File: config.mk
export PLATFORM = sky130hd
export DESIGN_NAME = mips_program_loader
export DESIGN_NICKNAME = d
export VERILOG_FILES = /design/src/rtl/mips_pkg.sv /design/src/rtl/mips_instr_encoder.sv /design/src/rtl/mips_program_loader.sv
export SDC_FILE = /design/constraint.sdc
export NUM_CORES = 1
export LEC_CHECK = 0
export BUFFER_PORTS_ARGS = -buffer_cell sky130_fd_sc_hd__buf_2
export CAP_MARGIN = 5
export CORE_AREA = 4 4 91 93
export DETAILED_ROUTE_END_ITERATION = 12
export DIE_AREA = 0 0 95 97
export HOLD_SLACK_MARGIN = 0.15
export PLACE_DENSITY = 0.58
export SYNTH_ARGS = -nofsm -noshare
export SYNTH_HDL_FRONTEND = slang
export SYNTH_SLANG_ARGS = --single-unit
File: constraint.sdc
create_clock -name clk -period 3.8 [get_ports clk]
set_input_delay 0.76 -clock clk [delete_from_list [all_inputs] [get_ports clk]]
set_output_delay 0.76 -clock clk [all_outputs]
set_load 0.02 [all_outputs]
File: src/rtl/mips_pkg.sv
// -----------------------------------------------------------------------------
// mips_pkg
// Shared MIPS encoding constants for the decoders and the program loader:
//   - mnemonic_t : the 4-bit mnemonic code carried on the loader input stream
//   - OP_* / FN_* : primary opcodes and R-type function codes
//   - LD_*        : program loader FSM state encodings
//   - r_type / i_type / j_type : helpers that assemble a 32-bit word from fields
// -----------------------------------------------------------------------------
package mips_pkg;

    // Mnemonic codes 12..15 are unused and are treated as illegal by the loader.
    typedef enum logic [3:0] {
        MN_ADD  = 4'd0,
        MN_SUB  = 4'd1,
        MN_AND  = 4'd2,
        MN_OR   = 4'd3,
        MN_SLT  = 4'd4,
        MN_LW   = 4'd5,
        MN_SW   = 4'd6,
        MN_BEQ  = 4'd7,
        MN_BNE  = 4'd8,
        MN_ADDI = 4'd9,
        MN_J    = 4'd10,
        MN_ORI  = 4'd11
    } mnemonic_t;

    localparam logic [5:0] OP_RTYPE = 6'b000000;
    localparam logic [5:0] OP_LW    = 6'b100011;
    localparam logic [5:0] OP_SW    = 6'b101011;
    localparam logic [5:0] OP_BEQ   = 6'b000100;
    localparam logic [5:0] OP_BNE   = 6'b000101;
    localparam logic [5:0] OP_ADDI  = 6'b001000;
    localparam logic [5:0] OP_J     = 6'b000010;
    localparam logic [5:0] OP_ORI   = 6'b001101;

    localparam logic [5:0] FN_ADD   = 6'b100000;
    localparam logic [5:0] FN_SUB   = 6'b100010;
    localparam logic [5:0] FN_AND   = 6'b100100;
    localparam logic [5:0] FN_OR    = 6'b100101;
    localparam logic [5:0] FN_SLT   = 6'b101010;

    // Loader FSM states.
    localparam logic [1:0] LD_IDLE  = 2'd0;
    localparam logic [1:0] LD_LOAD  = 2'd1;
    localparam logic [1:0] LD_DONE  = 2'd2;
    localparam logic [1:0] LD_ERR   = 2'd3;

    function automatic logic [31:0] r_type(input logic [4:0] rs,
                                           input logic [4:0] rt,
                                           input logic [4:0] rd,
                                           input logic [5:0] funct);
        return {OP_RTYPE, rs, rt, rd, 5'b00000, funct};
    endfunction

    function automatic logic [31:0] i_type(input logic [5:0]  op,
                                           input logic [4:0]  rs,
                                           input logic [4:0]  rt,
                                           input logic [15:0] imm);
        return {op, rs, rt, imm};
    endfunction

    function automatic logic [31:0] j_type(input logic [25:0] target);
        return {OP_J, target};
    endfunction

endpackage

File: src/rtl/mips_instr_encoder.sv
// -----------------------------------------------------------------------------
// mips_instr_encoder
// Purely combinational inverse of the main decoder: turns a mnemonic plus its
// register/immediate/target fields into the 32-bit MIPS instruction word.
// Ports:
//   mnem    in  4   mnemonic code (mnemonic_t values 0..11)
//   rs      in  5   source register
//   rt      in  5   second source / destination register (I-type)
//   rd      in  5   destination register (R-type only)
//   imm     in  16  immediate / branch offset (I-type)
//   target  in  26  jump target (J only)
//   word    out 32  encoded instruction (0 when illegal)
//   legal   out 1   1 when mnem is one of the twelve supported mnemonics
// -----------------------------------------------------------------------------
module mips_instr_encoder
    import mips_pkg::*;
(
    input  logic [3:0]  mnem,
    input  logic [4:0]  rs,
    input  logic [4:0]  rt,
    input  logic [4:0]  rd,
    input  logic [15:0] imm,
    input  logic [25:0] target,
    output logic [31:0] word,
    output logic        legal
);

    // Unused mnemonic codes fall through to the default and report illegal.
    always_comb begin
        word  = 32'h0000_0000;
        legal = 1'b1;
        case (mnem)
            MN_ADD:  word = r_type(rs, rt, rd, FN_ADD);
            MN_SUB:  word = r_type(rs, rt, rd, FN_SUB);
            MN_AND:  word = r_type(rs, rt, rd, FN_AND);
            MN_OR:   word = r_type(rs, rt, rd, FN_OR);
            MN_SLT:  word = r_type(rs, rt, rd, FN_SLT);
            MN_LW:   word = i_type(OP_LW,   rs, rt, imm);
            MN_SW:   word = i_type(OP_SW,   rs, rt, imm);
            MN_BEQ:  word = i_type(OP_BEQ,  rs, rt, imm);
            MN_BNE:  word = i_type(OP_BNE,  rs, rt, imm);
            MN_ADDI: word = i_type(OP_ADDI, rs, rt, imm);
            MN_ORI:  word = i_type(OP_ORI,  rs, rt, imm);
            MN_J:    word = j_type(target);
            default: legal = 1'b0;
        endcase
    end

endmodule

File: src/rtl/mips_program_loader.sv
// -----------------------------------------------------------------------------
// mips_program_loader
// Accepts instruction field bundles over a valid/ready stream, encodes them and
// writes them sequentially into instruction memory starting at word 0. The
// single-cycle CPU is held in reset until the program is complete.
// Parameters:
//   ADDR_W      imem word-address width (DEPTH = 2**ADDR_W words)
// Ports:
//   clk         in   1       rising-edge clock
//   reset       in   1       synchronous, active-high
//   start       in   1       pulse: (re)start loading at word 0
//   in_valid    in   1       field bundle valid
//   in_ready    out  1       bundle accepted this cycle when valid
//   in_mnem     in   4       mnemonic code
//   in_rs/rt/rd in   5       register fields
//   in_imm      in   16      immediate / offset
//   in_target   in   26      jump target
//   in_last     in   1       bundle is the last instruction of the program
//   imem_we     out  1       imem write strobe (one cycle per word)
//   imem_addr   out  ADDR_W  imem word address
//   imem_wdata  out  32      encoded instruction
//   cpu_hold    out  1       1 = keep CPU in reset
//   done        out  1       program loaded, CPU released
//   error       out  1       illegal mnemonic received
//   full        out  1       imem filled without in_last
// -----------------------------------------------------------------------------
module mips_program_loader
    import mips_pkg::*;
#(
    parameter int ADDR_W = 6
) (
    input  logic              clk,
    input  logic              reset,
    input  logic              start,
    input  logic              in_valid,
    output logic              in_ready,
    input  logic [3:0]        in_mnem,
    input  logic [4:0]        in_rs,
    input  logic [4:0]        in_rt,
    input  logic [4:0]        in_rd,
    input  logic [15:0]       in_imm,
    input  logic [25:0]       in_target,
    input  logic              in_last,
    output logic              imem_we,
    output logic [ADDR_W-1:0] imem_addr,
    output logic [31:0]       imem_wdata,
    output logic              cpu_hold,
    output logic              done,
    output logic              error,
    output logic              full
);

    logic [1:0]        state;
    logic [ADDR_W-1:0] ptr;
    logic [31:0]       enc_word;
    logic              enc_legal;
    logic              accept;

    mips_instr_encoder u_encoder (
        .mnem   (in_mnem),
        .rs     (in_rs),
        .rt     (in_rt),
        .rd     (in_rd),
        .imm    (in_imm),
        .target (in_target),
        .word   (enc_word),
        .legal  (enc_legal)
    );

    // A start in the same cycle as a valid bundle restarts the load, so the
    // bundle must not be acknowledged; ready is dropped during reset as well.
    assign in_ready = (state == LD_LOAD) && !start && !reset;
    assign accept   = in_valid && in_ready;

    // Only the terminal states release or flag anything; IDLE and LOAD both
    // keep the CPU held.
    assign done     = (state == LD_DONE);
    assign error    = (state == LD_ERR);
    assign cpu_hold = (state != LD_DONE);

    // Pointer only advances while there is room left; the last word of the
    // memory completes the load instead of wrapping back to word 0.
    always_ff @(posedge clk) begin
        if (reset) begin
            state      <= LD_IDLE;
            ptr        <= '0;
            imem_we    <= 1'b0;
            imem_addr  <= '0;
            imem_wdata <= 32'h0000_0000;
            full       <= 1'b0;
        end else begin
            imem_we <= 1'b0;
            if (start) begin
                state <= LD_LOAD;
                ptr   <= '0;
                full  <= 1'b0;
            end else if (accept) begin
                if (!enc_legal) begin
                    state <= LD_ERR;
                end else begin
                    imem_we    <= 1'b1;
                    imem_addr  <= ptr;
                    imem_wdata <= enc_word;
                    if (in_last) begin
                        state <= LD_DONE;
                    end else if (ptr == {ADDR_W{1'b1}}) begin
                        state <= LD_DONE;
                        full  <= 1'b1;
                    end else begin
                        ptr <= ptr + ADDR_W'(1);
                    end
                end
            end
        end
    end

endmodule

==> impl_metrics.json <==
{
  "critical_path_class": "in -> reg",
  "grt-ovfl-total": 0,
  "drt-initial-drc-count": 124,
  "grt_pass1_wl_um": 10900,
  "grtUsageTotal_pct": 14.67,
  "fmax_mhz": 381.4,
  "wl_per_cell_um": 14.62,
  "synth_cells": 274,
  "tightest_slew_ns": 0.8077,
  "gp_congestion": 0.7512,
  "combPwrFrac_pct": 14.8,
  "total_power_w": 0.0009459,
  "routed_wl_um": 6872,
  "layout_common_cells": "buf_2, dfxtp_1, nor2_1",
  "clock-sinks": 47,
  "dpl.hpwl_um": 4979,
  "area_delta_synth_final_pct": 29.07,
  "grt_use_met1_pct": 18.74,
  "syn_avg_cell_area_um2": 8.247,
  "ys_warn_count": 0,
  "diodes": 0,
  "die_area_um2": 9215,
  "p_clk_share_pct": 31.8,
  "hold_path.class": "reg -> reg",
  "final_nets": 435,
  "holdBufCountCts": 0,
  "drive_gt1_share_pct": 34.24,
  "maxSlewViolCount": 0,
  "fin_setup_tns_ns": 0,
  "syn_nets": 341,
  "slew_headroom_pct": 46.08,
  "coreArea_um2": 7527,
  "grt_busiest_layer": "met2",
  "vias_per_cell": 5.034,
  "synth.distinct_cells": 48,
  "remaining_drc_errors": 0,
  "p_per_area_nw_per_um2": 324.3,
  "cap_violations": 0,
  "post-route-period-util_pct": 68.99,
  "fp.dieW_um": 95,
  "clkSlewWorstSetupHoldPaths_ns": 0.10,
  "yosysSeqAreaShare_pct": 41.64,
  "skew_ns": 0.01221,
  "cts_buffers": 5,
  "cts_setup_buffers": 0,
  "switching_share_pct": 27.76,
  "antenna_found_initial": 0,
  "die_h_um": 97,
  "htree_levels": 2,
  "clockRootBuffer": "clkbuf_8",
  "cts_tree": "done",
  "clk_path_buf_depth": 2,
  "num_io_pins": 110,
  "synth_edf_count": 0,
  "hold_depth": 2,
  "async_flop_share_pct": 0,
  "use_met3_pct": 4.355,
  "timing.final.crit_period_ns": 2.622,
  "rsz0062_at_grt": "no",
  "start_util_pct": 30.02,
  "ff2ff_path_depth": 5,
  "grt_max_degree": 50,
  "use_met2_pct": 24.30,
  "cts_resized": 0,
  "endpoint_kind": "flop",
  "port_buffers": 108,
  "instances_no_fill": 470,
  "ys_ff_latch": 47,
  "vias": 2366,
  "seq_power_share_pct": 53.4,
  "final_antenna_net_count": 0,
  "critPathArrivalTime_ns": 2.83,
  "cp_max_fo": 49,
  "p_leak_nw": 1.223,
  "grt_pass1_vias": 2235,
  "final_common_cell": "buf_2",
  "setup-violations-final": 0,
  "status": "finished, final reports clean",
  "start_kind": "input port",
  "p_switching_w": 0.0002626,
  "ys.flop_type": "dfxtp_1",
  "drtPass1Iterations": 4,
  "dp.cells": 463,
  "vdd_ir_drop_max_mv": 0.1507,
  "clk_latency_ns": 0.31,
  "p_int_w": 0.0006833,
  "hold_violations": 0,
  "post-route-util_pct": 38.75,
  "cp_data_required_time_ns": 4.01,
  "synth_area_um2": 2260,
  "row_count": 32
}
registers in the layout, indices dropped and copies added (netlist names):
register and count:
full 1, imem_wdata 31, ptr 6, state 2
imem_we 1, imem_addr 6
synthesized netlist by cell type (all sizes together) (2+ instances only):
cell	instances	share of area, %
nor2b	3	0.83
buf	13	3.2
a31oi	2	0.55
o21ai	8	1.8
a211oi	7	2.3
a32o	5	2.2
nor3	21	4.7
o31ai	2	0.66
dfxtp	47	42
clkbuf	10	1.7
a21oi	18	4.0
inv	6	1.0
a221oi	17	6.6
nand3	4	2.0
nand2	24	4.0
nand2b	4	1.1
a311oi	8	3.1
a22oi	7	2.3
nand3b	2	0.66
nor2	43	7.1
and2	2	0.61
power groups by stage:
stage / Combinational, W / Sequential [W] / Clock [W]
after floorplan: 0.0000712 / 0.000526 / 0
after global placement: 0.000139 / 0.000517 / 0
after detailed placement: 0.000141 / 0.000517 / 0
after CTS: 0.000141 / 0.000506 / 0.000306
after global routing: 0.000155 / 0.000507 / 0.000328
final: 0.000140 / 0.000506 / 0.000300
critical path: stages:
cell,delay (ns)
buf_2,0.13
nor4b_4,0.50
nand3_4,0.37
inv_2,0.72
nor2_1,0.09
a311oi_1,0.25
cell families after synthesis:
kind of cell,after synthesis,share of synthesized area (%)
xor+xnor,2,0.7753
other cells,1,0.1660
fa+ha+maj,1,0.5536
simple gates,110,23.92
buf+inv,30,5.980
compound gates,82,26.52
flops,47,41.64
mux,1,0.4430
cell type report:
class | instances | area (um2)
sequential | 47 | 940.9
inverter | 7 | 26.28
multi-input combinational | 197 | 1184
timing repair buffer | 110 | 555.5
clock buffer | 5 | 68.82
tap | 102 | 127.6
fill | 809 | 4611
clock inverter | 2 | 13.76
worst paths after layout:
check | slack (ns) | from | to
max | 1.18 | start | imem_wdata[26]
min | 0.46 | imem_addr[2] | imem_addr[2]
max reg2reg | 1.39 | state[1] | imem_wdata[26]
min reg2reg | 0.46 | imem_addr[2] | imem_addr[2]
through the flow:
| step | setup WS [ns] | area, um2 | hold slack, ns |
|---|---|---|---|
| 2_1_floorplan | 1.583 | 2260 | 0.4583 |
| 3_3_place_gp | 0.9276 | 2834 | 0.4437 |
| 3_5_place_dp | 0.8287 | 2834 | 0.4435 |
| 4_1_cts | 1.142 | 2917 | 0.4567 |
| 5_1_grt | 0.8100 | 2917 | 0.5013 |
| 6_report | 1.178 | 2917 | 0.4587 |
routing by layer:
metal	routed length (um)	share of wire (%)	vias up
met3	592	8.6	5
met5	0	0	-
met2	3181	46	83
met4	52	0.76	0
li1	-	-	1190
met1	3045	44	1088
Note: power is estimated with default switching activity, not from simulation.
